File: src/rtl/fifo_sync_param_pkg.sv
// Shared types and sizing helpers for the parametrised synchronous FIFO.
// Benches pick the read mode through fifo_mode_e.
package fifo_sync_param_pkg;

    typedef enum logic {
        FIFO_STD  = 1'b0,
        FIFO_FWFT = 1'b1
    } fifo_mode_e;

    function automatic int fifo_addr_w(input int depth);
        return $clog2(depth);
    endfunction

    // One extra bit so both 0 and DEPTH are representable.
    function automatic int fifo_cnt_w(input int depth);
        return $clog2(depth) + 1;
    endfunction

endpackage

File: src/rtl/fifo_sync_param_if.sv
// Producer/consumer bus of the synchronous FIFO.
// slave = FIFO side, master = the logic driving writes and reads.
interface fifo_sync_param_if
    import fifo_sync_param_pkg::*;
#(
    parameter int DATA_W = 8,
    parameter int DEPTH  = 16
);
    localparam int CNT_W = fifo_cnt_w(DEPTH);

    logic              wr_en;
    logic [DATA_W-1:0] wr_data;
    logic              rd_en;
    logic [DATA_W-1:0] rd_data;
    logic              rd_valid;
    logic              full;
    logic              empty;
    logic              almost_full;
    logic              almost_empty;
    logic [CNT_W-1:0]  count;
    logic              overflow;
    logic              underflow;
    logic              err_clr;

    modport slave (
        input  wr_en, wr_data, rd_en, err_clr,
        output rd_data, rd_valid, full, empty, almost_full, almost_empty,
               count, overflow, underflow
    );

    modport master (
        output wr_en, wr_data, rd_en, err_clr,
        input  rd_data, rd_valid, full, empty, almost_full, almost_empty,
               count, overflow, underflow
    );

endinterface

File: src/rtl/fifo_mem_dp.sv
// FIFO storage: DATA_W x DEPTH register array with one synchronous write
// port and one asynchronous read port. Contents are deliberately not reset.
module fifo_mem_dp
    import fifo_sync_param_pkg::*;
#(
    parameter int DATA_W = 8,
    parameter int DEPTH  = 16,
    parameter int ADDR_W = fifo_addr_w(DEPTH)
) (
    input  logic              clk,
    input  logic              we,
    input  logic [ADDR_W-1:0] waddr,
    input  logic [DATA_W-1:0] wdata,
    input  logic [ADDR_W-1:0] raddr,
    output logic [DATA_W-1:0] rdata
);

    logic [DATA_W-1:0] mem_q [DEPTH];
    logic [DATA_W-1:0] mem_d [DEPTH];

    always_comb begin
        mem_d = mem_q;
        if (we) begin
            mem_d[waddr] = wdata;
        end
    end

    always_ff @(posedge clk) begin
        mem_q <= mem_d;
    end

    assign rdata = mem_q[raddr];

endmodule

File: src/rtl/fifo_sync_param.sv
// Single-clock parametrised FIFO with optional first-word-fall-through read,
// programmable almost flags, fill count and sticky overflow/underflow flags.
module fifo_sync_param
    import fifo_sync_param_pkg::*;
#(
    parameter int DATA_W    = 8,
    parameter int DEPTH     = 16,
    parameter int AF_THRESH = DEPTH - 2,
    parameter int AE_THRESH = 2,
    parameter int FWFT      = 0
) (
    input  logic               clk,
    input  logic               rst,
    fifo_sync_param_if.slave   bus
);

    localparam int ADDR_W = fifo_addr_w(DEPTH);
    localparam int PTR_W  = ADDR_W + 1;

    logic [PTR_W-1:0]  wr_ptr_q, wr_ptr_d;
    logic [PTR_W-1:0]  rd_ptr_q, rd_ptr_d;
    logic              overflow_q, overflow_d;
    logic              underflow_q, underflow_d;
    logic [PTR_W-1:0]  count_w;
    logic              full_w;
    logic              empty_w;
    logic              wr_acc;
    logic              rd_acc;
    logic [DATA_W-1:0] mem_rdata;

    // Status comes purely from the registered pointers; the extra MSB
    // separates the full case from the empty case when addresses match.
    assign count_w = wr_ptr_q - rd_ptr_q;
    assign empty_w = (wr_ptr_q == rd_ptr_q);
    assign full_w  = (wr_ptr_q[ADDR_W] != rd_ptr_q[ADDR_W]) &&
                     (wr_ptr_q[ADDR_W-1:0] == rd_ptr_q[ADDR_W-1:0]);

    assign wr_acc = bus.wr_en && !full_w;
    assign rd_acc = bus.rd_en && !empty_w;

    always_comb begin
        wr_ptr_d    = wr_ptr_q;
        rd_ptr_d    = rd_ptr_q;
        overflow_d  = overflow_q;
        underflow_d = underflow_q;
        if (wr_acc) begin
            wr_ptr_d = wr_ptr_q + PTR_W'(1);
        end
        if (rd_acc) begin
            rd_ptr_d = rd_ptr_q + PTR_W'(1);
        end
        // A fresh error event outranks a clear in the same cycle.
        if (bus.wr_en && full_w) begin
            overflow_d = 1'b1;
        end else if (bus.err_clr) begin
            overflow_d = 1'b0;
        end
        if (bus.rd_en && empty_w) begin
            underflow_d = 1'b1;
        end else if (bus.err_clr) begin
            underflow_d = 1'b0;
        end
    end

    always_ff @(posedge clk or posedge rst) begin
        if (rst) begin
            wr_ptr_q    <= '0;
            rd_ptr_q    <= '0;
            overflow_q  <= 1'b0;
            underflow_q <= 1'b0;
        end else begin
            wr_ptr_q    <= wr_ptr_d;
            rd_ptr_q    <= rd_ptr_d;
            overflow_q  <= overflow_d;
            underflow_q <= underflow_d;
        end
    end

    fifo_mem_dp #(
        .DATA_W (DATA_W),
        .DEPTH  (DEPTH),
        .ADDR_W (ADDR_W)
    ) u_mem (
        .clk   (clk),
        .we    (wr_acc),
        .waddr (wr_ptr_q[ADDR_W-1:0]),
        .wdata (bus.wr_data),
        .raddr (rd_ptr_q[ADDR_W-1:0]),
        .rdata (mem_rdata)
    );

    generate
        if (FWFT == int'(FIFO_FWFT)) begin : g_fwft
            // Head word is presented directly; masked to zero while empty so
            // stale memory never leaks onto the bus.
            assign bus.rd_data  = empty_w ? '0 : mem_rdata;
            assign bus.rd_valid = !empty_w;
        end else begin : g_std
            logic [DATA_W-1:0] rd_data_q, rd_data_d;
            logic              rd_valid_q, rd_valid_d;

            always_comb begin
                rd_data_d  = rd_data_q;
                rd_valid_d = rd_acc;
                if (rd_acc) begin
                    rd_data_d = mem_rdata;
                end
            end

            always_ff @(posedge clk or posedge rst) begin
                if (rst) begin
                    rd_data_q  <= '0;
                    rd_valid_q <= 1'b0;
                end else begin
                    rd_data_q  <= rd_data_d;
                    rd_valid_q <= rd_valid_d;
                end
            end

            assign bus.rd_data  = rd_data_q;
            assign bus.rd_valid = rd_valid_q;
        end
    endgenerate

    assign bus.count        = count_w;
    assign bus.full         = full_w;
    assign bus.empty        = empty_w;
    assign bus.almost_full  = (count_w >= PTR_W'(AF_THRESH));
    assign bus.almost_empty = (count_w <= PTR_W'(AE_THRESH));
    assign bus.overflow     = overflow_q;
    assign bus.underflow    = underflow_q;

endmodule
File: src/flat_wrapper.sv
// flat-port wrapper written by rule: the top's interface ports become plain ports
module fifo_sync_param_flat import fifo_sync_param_pkg::*;
#(
    parameter int DATA_W    = 8,
    parameter int DEPTH     = 16,
    parameter int AF_THRESH = DEPTH - 2,
    parameter int AE_THRESH = 2,
    parameter int FWFT      = 0
)
  (clk, rst, bus_wr_en, bus_wr_data, bus_rd_en, bus_err_clr, bus_rd_data, bus_rd_valid, bus_full, bus_empty, bus_almost_full, bus_almost_empty, bus_count, bus_overflow, bus_underflow);
  fifo_sync_param_if #(.DATA_W(DATA_W), .DEPTH(DEPTH)) bus_i ();
  input  logic clk;
  input  logic rst;
  input wire logic [$bits(bus_i.wr_en)-1:0] bus_wr_en;
  input wire logic [$bits(bus_i.wr_data)-1:0] bus_wr_data;
  input wire logic [$bits(bus_i.rd_en)-1:0] bus_rd_en;
  input wire logic [$bits(bus_i.err_clr)-1:0] bus_err_clr;
  output wire logic [$bits(bus_i.rd_data)-1:0] bus_rd_data;
  output wire logic [$bits(bus_i.rd_valid)-1:0] bus_rd_valid;
  output wire logic [$bits(bus_i.full)-1:0] bus_full;
  output wire logic [$bits(bus_i.empty)-1:0] bus_empty;
  output wire logic [$bits(bus_i.almost_full)-1:0] bus_almost_full;
  output wire logic [$bits(bus_i.almost_empty)-1:0] bus_almost_empty;
  output wire logic [$bits(bus_i.count)-1:0] bus_count;
  output wire logic [$bits(bus_i.overflow)-1:0] bus_overflow;
  output wire logic [$bits(bus_i.underflow)-1:0] bus_underflow;
  assign bus_i.wr_en = bus_wr_en;
  assign bus_i.wr_data = bus_wr_data;
  assign bus_i.rd_en = bus_rd_en;
  assign bus_i.err_clr = bus_err_clr;
  assign bus_rd_data = bus_i.rd_data;
  assign bus_rd_valid = bus_i.rd_valid;
  assign bus_full = bus_i.full;
  assign bus_empty = bus_i.empty;
  assign bus_almost_full = bus_i.almost_full;
  assign bus_almost_empty = bus_i.almost_empty;
  assign bus_count = bus_i.count;
  assign bus_overflow = bus_i.overflow;
  assign bus_underflow = bus_i.underflow;
  fifo_sync_param #(.DATA_W(DATA_W), .DEPTH(DEPTH), .AF_THRESH(AF_THRESH), .AE_THRESH(AE_THRESH), .FWFT(FWFT)) u_core (.clk(clk), .rst(rst), .bus(bus_i));
endmodule
File: config.mk
export PLATFORM = sky130hd
export DESIGN_NAME = fifo_sync_param_flat
export DESIGN_NICKNAME = d
export VERILOG_FILES = /design/src/rtl/fifo_sync_param_pkg.sv /design/src/rtl/fifo_sync_param_if.sv /design/src/rtl/fifo_mem_dp.sv /design/src/rtl/fifo_sync_param.sv /design/src/flat_wrapper.sv
export SDC_FILE = /design/constraint.sdc
export NUM_CORES = 1
export LEC_CHECK = 0
export ABC_CLOCK_PERIOD_IN_PS = 3620
export CORE_MARGIN = 2
export CORE_UTILIZATION = 43
export CTS_BUF_LIST = sky130_fd_sc_hd__clkbuf_8
export CTS_CLUSTER_SIZE = 20
export DETAILED_ROUTE_END_ITERATION = 8
export PLACE_DENSITY = 0.7
export RECOVER_POWER = 100
export SYNTH_ARGS = -nofsm -noshare
export SYNTH_HDL_FRONTEND = slang
export SYNTH_SLANG_ARGS = --single-unit
File: constraint.sdc
create_clock -name clk -period 3.62 [get_ports clk]
set_clock_uncertainty 0.05 [all_clocks]
set_input_delay 0.724 -clock clk [delete_from_list [all_inputs] [get_ports clk]]
set_output_delay 0.724 -clock clk [all_outputs]
set_load 0.1 [all_outputs]
Word-level counts from Yosys, hierarchy flattened --
Cells that the tools add are included.
Storage, ports and cells: flip-flop bits (word level) 149, output and inout bits 20, word-level logic and storage cells 54
Cells by class: add/sub/neg operators 3, $lt $le $gt $ge 5, equality and inequality tests 3, muxes and demuxes 9, bitwise operators 2, reduce and logical (&&, ||, !) cells 10
Operators by type and width (count):
- 128-bit bitwise mux | 1
- 8-bit binary-select mux with 4-bit select | 1
- 8-bit demux with 4-bit select | 1
- 8-bit two-way mux | 3
- 5-bit by 1-bit adder with 5-bit output, second input constant | 2
- 5-bit greater-or-equal comparator, second input constant | 2
- 4-bit inverter with 5-bit output | 2
- 1-bit logical AND | 6
- 5-bit equality test | 1
- 5-bit by 4-bit greater-or-equal comparator with 1-bit output, second input constant | 1
- 5-bit by 2-bit less-or-equal comparator with 1-bit output, second input constant | 1
- 5-bit by 1-bit less-than comparator with 1-bit output, second input constant | 1
- 5-bit subtractor | 1
- 4-bit equality test | 1
- 2-bit nonzero test | 2
- 1-bit two-way mux | 3
- 1-bit zero test | 2
- 1-bit inequality test | 1

Depth between registers and ports, before layout --
Gate-level depths: netlist of the first run.
word-level depth 6, mapped depth 10, depth with buffers taken out 8

Cells and area by module --
From an unflattened synthesis of the first run, not the netlist that was laid out.
Unflattened totals: cells, all modules 317, area, all modules 6135.9 µm²
Modules (own cells, without submodules):
- fifo_mem_dp | instances 1, cells an instance 226, area each 5009.8 µm², seq. area each 3843.7 µm²
- fifo_sync_param | instances 1, cells an instance 91, area each 1126.1 µm², seq. area each 525.5 µm²

Least setup slack after synthesis of the first run --
Ideal clock, no wire load.
kind reg-to-output, from reg u_core.rd_ptr_q[1], to out bus_almost_empty, arrival 4811 ps, required time 2846 ps, setup slack -1965 ps, cell stages (with the launch flop) 10, cell sequence dfrtp_1 > buf_6 > buf_6 > buf_4 > inv_1 > fa_1 > a21o_1 > a21oi_1 > xnor2_1 > a211oi_1
Between the ends: longest elaborated chain between the ends 2
Ends and longest elaborated chain:
- start: declaration | line fifo_sync_param.sv:21 | logic [PTR_W-1:0] rd_ptr_q, rd_ptr_d;
- start signal: assignment | line fifo_sync_param.sv:73 | rd_ptr_q <= rd_ptr_d;
- 5-bit subtractor | line fifo_sync_param.sv:33 | assign count_w = wr_ptr_q - rd_ptr_q;
- named net bus_count[4] | line flat_wrapper.sv:24 | output wire logic [$bits(bus_i.count)-1:0] bus_count;
- 5-bit by 2-bit less-or-equal comparator with 1-bit output | line fifo_sync_param.sv:129 | assign bus.almost_empty = (count_w <= PTR_W'(AE_THRESH));
- end: declaration | line flat_wrapper.sv:23 | output wire logic [$bits(bus_i.almost_empty)-1:0] bus_almost_empty;
The timed path passes the listed nets, and every way through them passes these cells.

Worst setup path in the final report of the first run --
from reg u_core.wr_ptr_q[0], to out bus_almost_full
Between the ends: longest elaborated chain between the ends 2
Ends and longest elaborated chain:
- start: declaration | line fifo_sync_param.sv:20 | logic [PTR_W-1:0] wr_ptr_q, wr_ptr_d;
- start signal: assignment | line fifo_sync_param.sv:72 | wr_ptr_q <= wr_ptr_d;
- 5-bit subtractor | line fifo_sync_param.sv:33
- 5-bit by 4-bit greater-or-equal comparator with 1-bit output | line fifo_sync_param.sv:128 | assign bus.almost_full = (count_w >= PTR_W'(AF_THRESH));
- end: declaration | line flat_wrapper.sv:22 | output wire logic [$bits(bus_i.almost_full)-1:0] bus_almost_full;
Every way passes these cells.

==> metrics.txt, run 1 <==
Die ar. 15100 um2; gr ovfl total 0; WL per Instance 19.5 um; Final setup violation count 0; worst endpoint required time 2850 ps; vias in the first global route 3232; RSZ-0062 raised after global routing false; first-pass GRT wire length 17900 um; FMAX 291 MHz; Area Growth Syn to Fin 14.9%; clk sinks 149; Die Wd 123 um; CP startpoint kind flop; Critical Path Most Common Cell inv_1; DRC viols 0; Max-slew headroom 0.124; slowest CP cell dfrtp_1; clk root buf clkbuf_8; largest net degree at the start of global routing 51; GRT Util Overall 0.168; CP Class reg -> out; Synth Net Count 377; clk slew on worst S/H paths 80 ps; slew at the pin with the worst max-slew slack 1300 ps; Final Max Slew Viols 0; Post-Synthesis Cells 354; Hold Crit Class reg -> reg; Core Area 13800 um2; initial antenna violation count 1; placer congestion estimate 0.814; cts repair resizes 0; Routed Antenna Nets 0; synthesized cell area 6070 um2; Iter 0 DRT Violations 281; CTS H-tree lvls 4; io pins 33; Fin Setup TNS 0 ps; Worst-Skew Late Latency 440 ps; final core occ 0.505; Setup crit end kind output pin; CTS tree done; commonest non-fill, non-tap cell in the layout edfxtp_1; Area contributors post-synth edfxtp_1 63%, dfrtp_1 8.7%, mux2i_1 5.3%, mux4_2 5.2%, ha_1 1.9%; via count 3205; Max Cap Viol 0; min Tclk post-route 3430 ps; CTS Buf Count 17; status finished clean; CTS max path bufs 2; routed wire length 11600 um; # nets final 425; Netlist cell types 40; port bufs 32; Critical Path, Cell by Cell inv_1, ha_1, inv_1, fa_2, a21o_1, a21oi_4, xnor2_4, a41o_1, buf_12; Initial Util 0.439; die height 123 um; Yosys top cell by area edfxtp_1; n_diodes 0; Fin. Hold Viols 0; final worst-path cycle share 0.948; setup bufs post-CTS 0; Synth top area share 0.633; Worst Path Arrival 2660 ps; layout cell share with drive strength beyond 1 0.157; max incr delay on CP 420 ps; hold buffers post-CTS 0; CP Max Fanout 4; yosys warns 0; fill count 1130; Yosys reg bits 149; Vias per Instance 5.39; most frequent cells in the layout 128 x edfxtp_1, 32 x mux2i_1, 23 x nor2_1; sequential area share after synthesis 0.720; Row Count 43; Avg Cell Area, Syn 17.2 um2; Initial DRT Pass Iterations 4; post-DP HPWL 7450 um
state kept, by name, indices dropped and copies added (netlist names):
| signal | cells |
|---|---|
| u_core.bus.overflow | 1 |
| u_core.bus.rd_data | 8 |
| u_core.bus.rd_valid | 1 |
| u_core.bus.underflow | 1 |
| u_core.rd_ptr_q | 5 |
| u_core.u_mem.mem_q | 128 |
| u_core.wr_ptr_q | 5 |
per-layer routing:
metal	wire [um]	GRT usage
met1	5040	0.220
met2	5640	0.265
met3	668	0.0469
met4	233	0.0668
met5	12	0
critical path: cells and delay by family, from the launching register on:
kind                     cells  cell delay [ps]
adder cells (fa/ha/maj)      2              610
XOR/XNOR                     1              110
flip-flops                   1              420
AO/OA/AOI/OAI                3              650
buffers and inverters        3              410
cells in the mapped netlist (all sizes together):
cell type / n
a21boi: 2
nand3: 2
and3: 4
o21ai: 6
a211oi: 1
a31oi: 8
a21oi: 1
clkbuf: 3
nand2: 7
xnor2: 9
edfxtp: 128
nor3: 4
ha: 9
mux4: 16
fa: 1
nor2: 23
or3b: 1
and4: 1
dfrtp: 21
nor4: 4
a41o: 1
inv: 15
o22ai: 16
a21o: 2
nor2b: 2
o21a: 1
xor2: 3
nand4: 5
mux2i: 32
buf: 14
a22oi: 8
nand3b: 2
and2: 1
or3: 1
cell families (layout without fill, tap and decap cells):
group / count (synthesis) / in the layout / share of synthesized area
and+or+nand+nor: 57 / 57 / 0.0464
adders and majority gates: 10 / 10 / 0.0218
AOI/OAI and AO/OA: 46 / 46 / 0.0507
DFF: 149 / 149 / 0.720
muxes: 48 / 48 / 0.113
buffers and inverters: 32 / 93 / 0.0309
xor gates and xnor gates: 12 / 12 / 0.0173
worst paths after layout:
| path | startpoint | end | slack, ps | cells past startpoint |
|---|---|---|---|---|
| setup / recovery | u_core.wr_ptr_q[0]$_DFFE_PP0P_ | bus_almost_full | 190 | 9 |
| hold / removal | u_core.bus.underflow$_DFFE_PP0P_ | u_core.bus.underflow$_DFFE_PP0P_ | 480 | 2 |
| hold reg to reg | u_core.bus.underflow$_DFFE_PP0P_ | u_core.bus.underflow$_DFFE_PP0P_ | 480 | 2 |
| max in group asynchronous | rst | u_core.rd_ptr_q[1]$_DFFE_PP0P_ | 2120 | 2 |
| setup reg to reg | u_core.wr_ptr_q[2]$_DFFE_PP0P_ | u_core.u_mem.mem_q[57]$_DFFE_PP_ | 350 | 6 |
| min in group asynchronous | rst | u_core.bus.rd_data[4]$_DFFE_PP0P_ | 830 | 2 |
stage by stage:
step / worst slack (ps) / hold WS (ps) / area [um2] / std cells
after global routing: 27.0 / 498 / 6980 / 595
after floorplan: 8.17 / 451 / 6140 / 354
after detailed placement: 638 / 472 / 6710 / 563
after CTS: 136 / 485 / 7080 / 595
final: 187 / 476 / 6980 / 595
after global placement: 725 / 464 / 6710 / 563
layout make-up:
type                    instances  area (um2)  area share
repair buffers                 46         383      0.0549
clock buffers                  17         234      0.0335
well taps                     180         225      0.0323
clock inverters                15         138      0.0197
flip-flops and latches        149        4370       0.626
inverters                      15        56.3     0.00807
multi-input cells             173        1570       0.225
Power of run 1 is not shown: default switching activity piles up to over one toggle a cycle in this logic, so the estimate is an artifact.
==> inputs of run 2 (changes only) <==
--- a/config.mk
+++ b/config.mk
@@ -8,7 +8,7 @@
 export ABC_CLOCK_PERIOD_IN_PS = 3620
 export CORE_MARGIN = 2
 export CORE_UTILIZATION = 43
-export CTS_BUF_LIST = sky130_fd_sc_hd__clkbuf_8
+export CTS_BUF_LIST = sky130_fd_sc_hd__clkbuf_4 sky130_fd_sc_hd__clkbuf_8
 export CTS_CLUSTER_SIZE = 20
 export DETAILED_ROUTE_END_ITERATION = 8
 export PLACE_DENSITY = 0.7
==> metrics.txt, run 2 (synthesis results as in run 1) <==
Fin Setup TNS 0 ps; die height 123 um; most frequent cells in the layout 128 x edfxtp_1, 32 x mux2i_1, 23 x nor2_1; RR Endpoint u_core.u_mem.mem_q[57]$_DFFE_PP_; clk root buf clkbuf_8; commonest non-fill, non-tap cell in the layout edfxtp_1; RSZ-0062 raised after global routing false; post-DP HPWL 7450 um; CTS tree done; Fin. Hold Viols 0; Critical Path Most Common Cell inv_1; setup bufs post-CTS 0; status finished clean; clk sinks 149; Routed Antenna Nets 0; via count 3203; Area Growth Syn to Fin 15.0%; final instance area 6990 um2; Final setup violation count 0; CTS Buf Count 17; vias in the first global route 3232; clk slew on worst S/H paths 80 ps; DRC viols 0; Iter 0 DRT Violations 281; WL per Instance 19.5 um; hold_sp u_core.bus.underflow$_DFFE_PP0P_; final worst-path cycle share 0.948; final core occ 0.505; largest net degree at the start of global routing 51; Hold Crit Class reg -> reg; crit-path leading delay family compound AO/OA/AOI/OAI gates; first-pass GRT wire length 17900 um; cts repair resizes 0; # nets final 425; hold endpoint u_core.bus.underflow$_DFFE_PP0P_; Final Max Slew Viols 0; CP Class reg -> out; CTS H-tree lvls 4; max FFs per register 128; Initial Util 0.439; port bufs 32; Vias per Instance 5.38; Max Cap Viol 0; layout cell share with drive strength beyond 1 0.161; hold buffers post-CTS 0; Reg2Reg Launch Point u_core.wr_ptr_q[2]$_DFFE_PP0P_; CP Max Fanout 4; slowest CP cell dfrtp_1; routed wire length 11600 um; hold path depth 2; n_diodes 0; Row Count 43; worst endpoint required time 2850 ps; Worst Path Buf+Inv 3; fill count 1128; placed cell area 6710 um2; CTS max path bufs 2; io pins 33; Core Area 13800 um2; Die ar. 15100 um2; WHS 476 ps; Critical Path, Cell by Cell inv_1, ha_1, inv_1, fa_2, a21o_1, a21oi_4, xnor2_4, a41o_1, buf_12; Initial DRT Pass Iterations 7; Die Wd 123 um; Worst Path Arrival 2660 ps; R2R depth 6; GRT Util Overall 0.168; max incr delay on CP 420 ps; r2r setup slk 290 ps; Most flops, register u_core.u_mem.mem_q; slew at the pin with the worst max-slew slack 1290 ps; initial antenna violation count 1; Worst-Skew Late Latency 440 ps; Max-slew headroom 0.132; gr ovfl total 0; min Tclk post-route 3430 ps; FMAX 291 MHz; CP startpoint kind flop; Setup crit end kind output pin; placer congestion estimate 0.814
[run 2: cell count changes in the layout (fill, tap and decap cells not counted), sizes merged]
cell / delta
inv: -2
clkbuf: +2
[run 2: area by class of cell]
type                       instances  area (um2)  share of cell area
tap                              180         225              0.0322
multi-input combinational        173        1570               0.225
sequential                       149        4370               0.626
timing repair buffer              46         383              0.0548
clock inverter                    13         130              0.0186
clock buffer                      19         249              0.0356
inverter                          15        56.3             0.00806
[run 2: worst max path at each step]
stage,startpoint,endpoint,slack (ps),cells after the start
final,u_core.wr_ptr_q[0]$_DFFE_PP0P_,bus_almost_full,190,9
after global placement,u_core.rd_ptr_q[0]$_DFFE_PP0P_,bus_almost_full,730,8
after detailed placement,u_core.wr_ptr_q[0]$_DFFE_PP0P_,bus_almost_full,640,9
after CTS,u_core.wr_ptr_q[0]$_DFFE_PP0P_,bus_almost_full,140,9
after floorplan,u_core.rd_ptr_q[1]$_DFFE_PP0P_,bus_almost_full,8,9
after global routing,u_core.wr_ptr_q[0]$_DFFE_PP0P_,bus_almost_full,30,9
[run 2: worst min-delay path: cells and delay by family, from the launching register on]
family                 cells  cell delay [ps]
flip-flops                 1              370
AO/OA/AOI/OAI              1               60
buffers and inverters      1               50
[run 2: through the flow]
step           cells  setup WS [ps]
4_1_cts          595            136
6_report         595            189
3_5_place_dp     563            638
3_3_place_gp     563            725
5_1_grt          595           27.0
2_1_floorplan    354           8.17
[run 2: layer usage]
| metal | up-vias | routed length (um) | share of wire | global-route usage |
|---|---|---|---|---|
| met4 | 2 | 180 | 0.016 | 0.0668 |
| met5 | - | 12 | 0.0010 | 0 |
| met2 | 88 | 5670 | 0.49 | 0.265 |
| met3 | 15 | 648 | 0.056 | 0.0469 |
| met1 | 1617 | 5100 | 0.44 | 0.220 |
| li1 | 1481 | - | - | - |
Power of run 2 is left out for the same reason.
==> inputs of run 3 (changes only) <==
--- a/config.mk
+++ b/config.mk
@@ -5,6 +5,7 @@
 export SDC_FILE = /design/constraint.sdc
 export NUM_CORES = 1
 export LEC_CHECK = 0
+export ABC_AREA = 0
 export ABC_CLOCK_PERIOD_IN_PS = 3620
 export CORE_MARGIN = 2
 export CORE_UTILIZATION = 43
==> results of run 3 <==
No change in the layout: final DEF, timing and power equal those of run 2.
Power of run 3 is left out for the same reason.
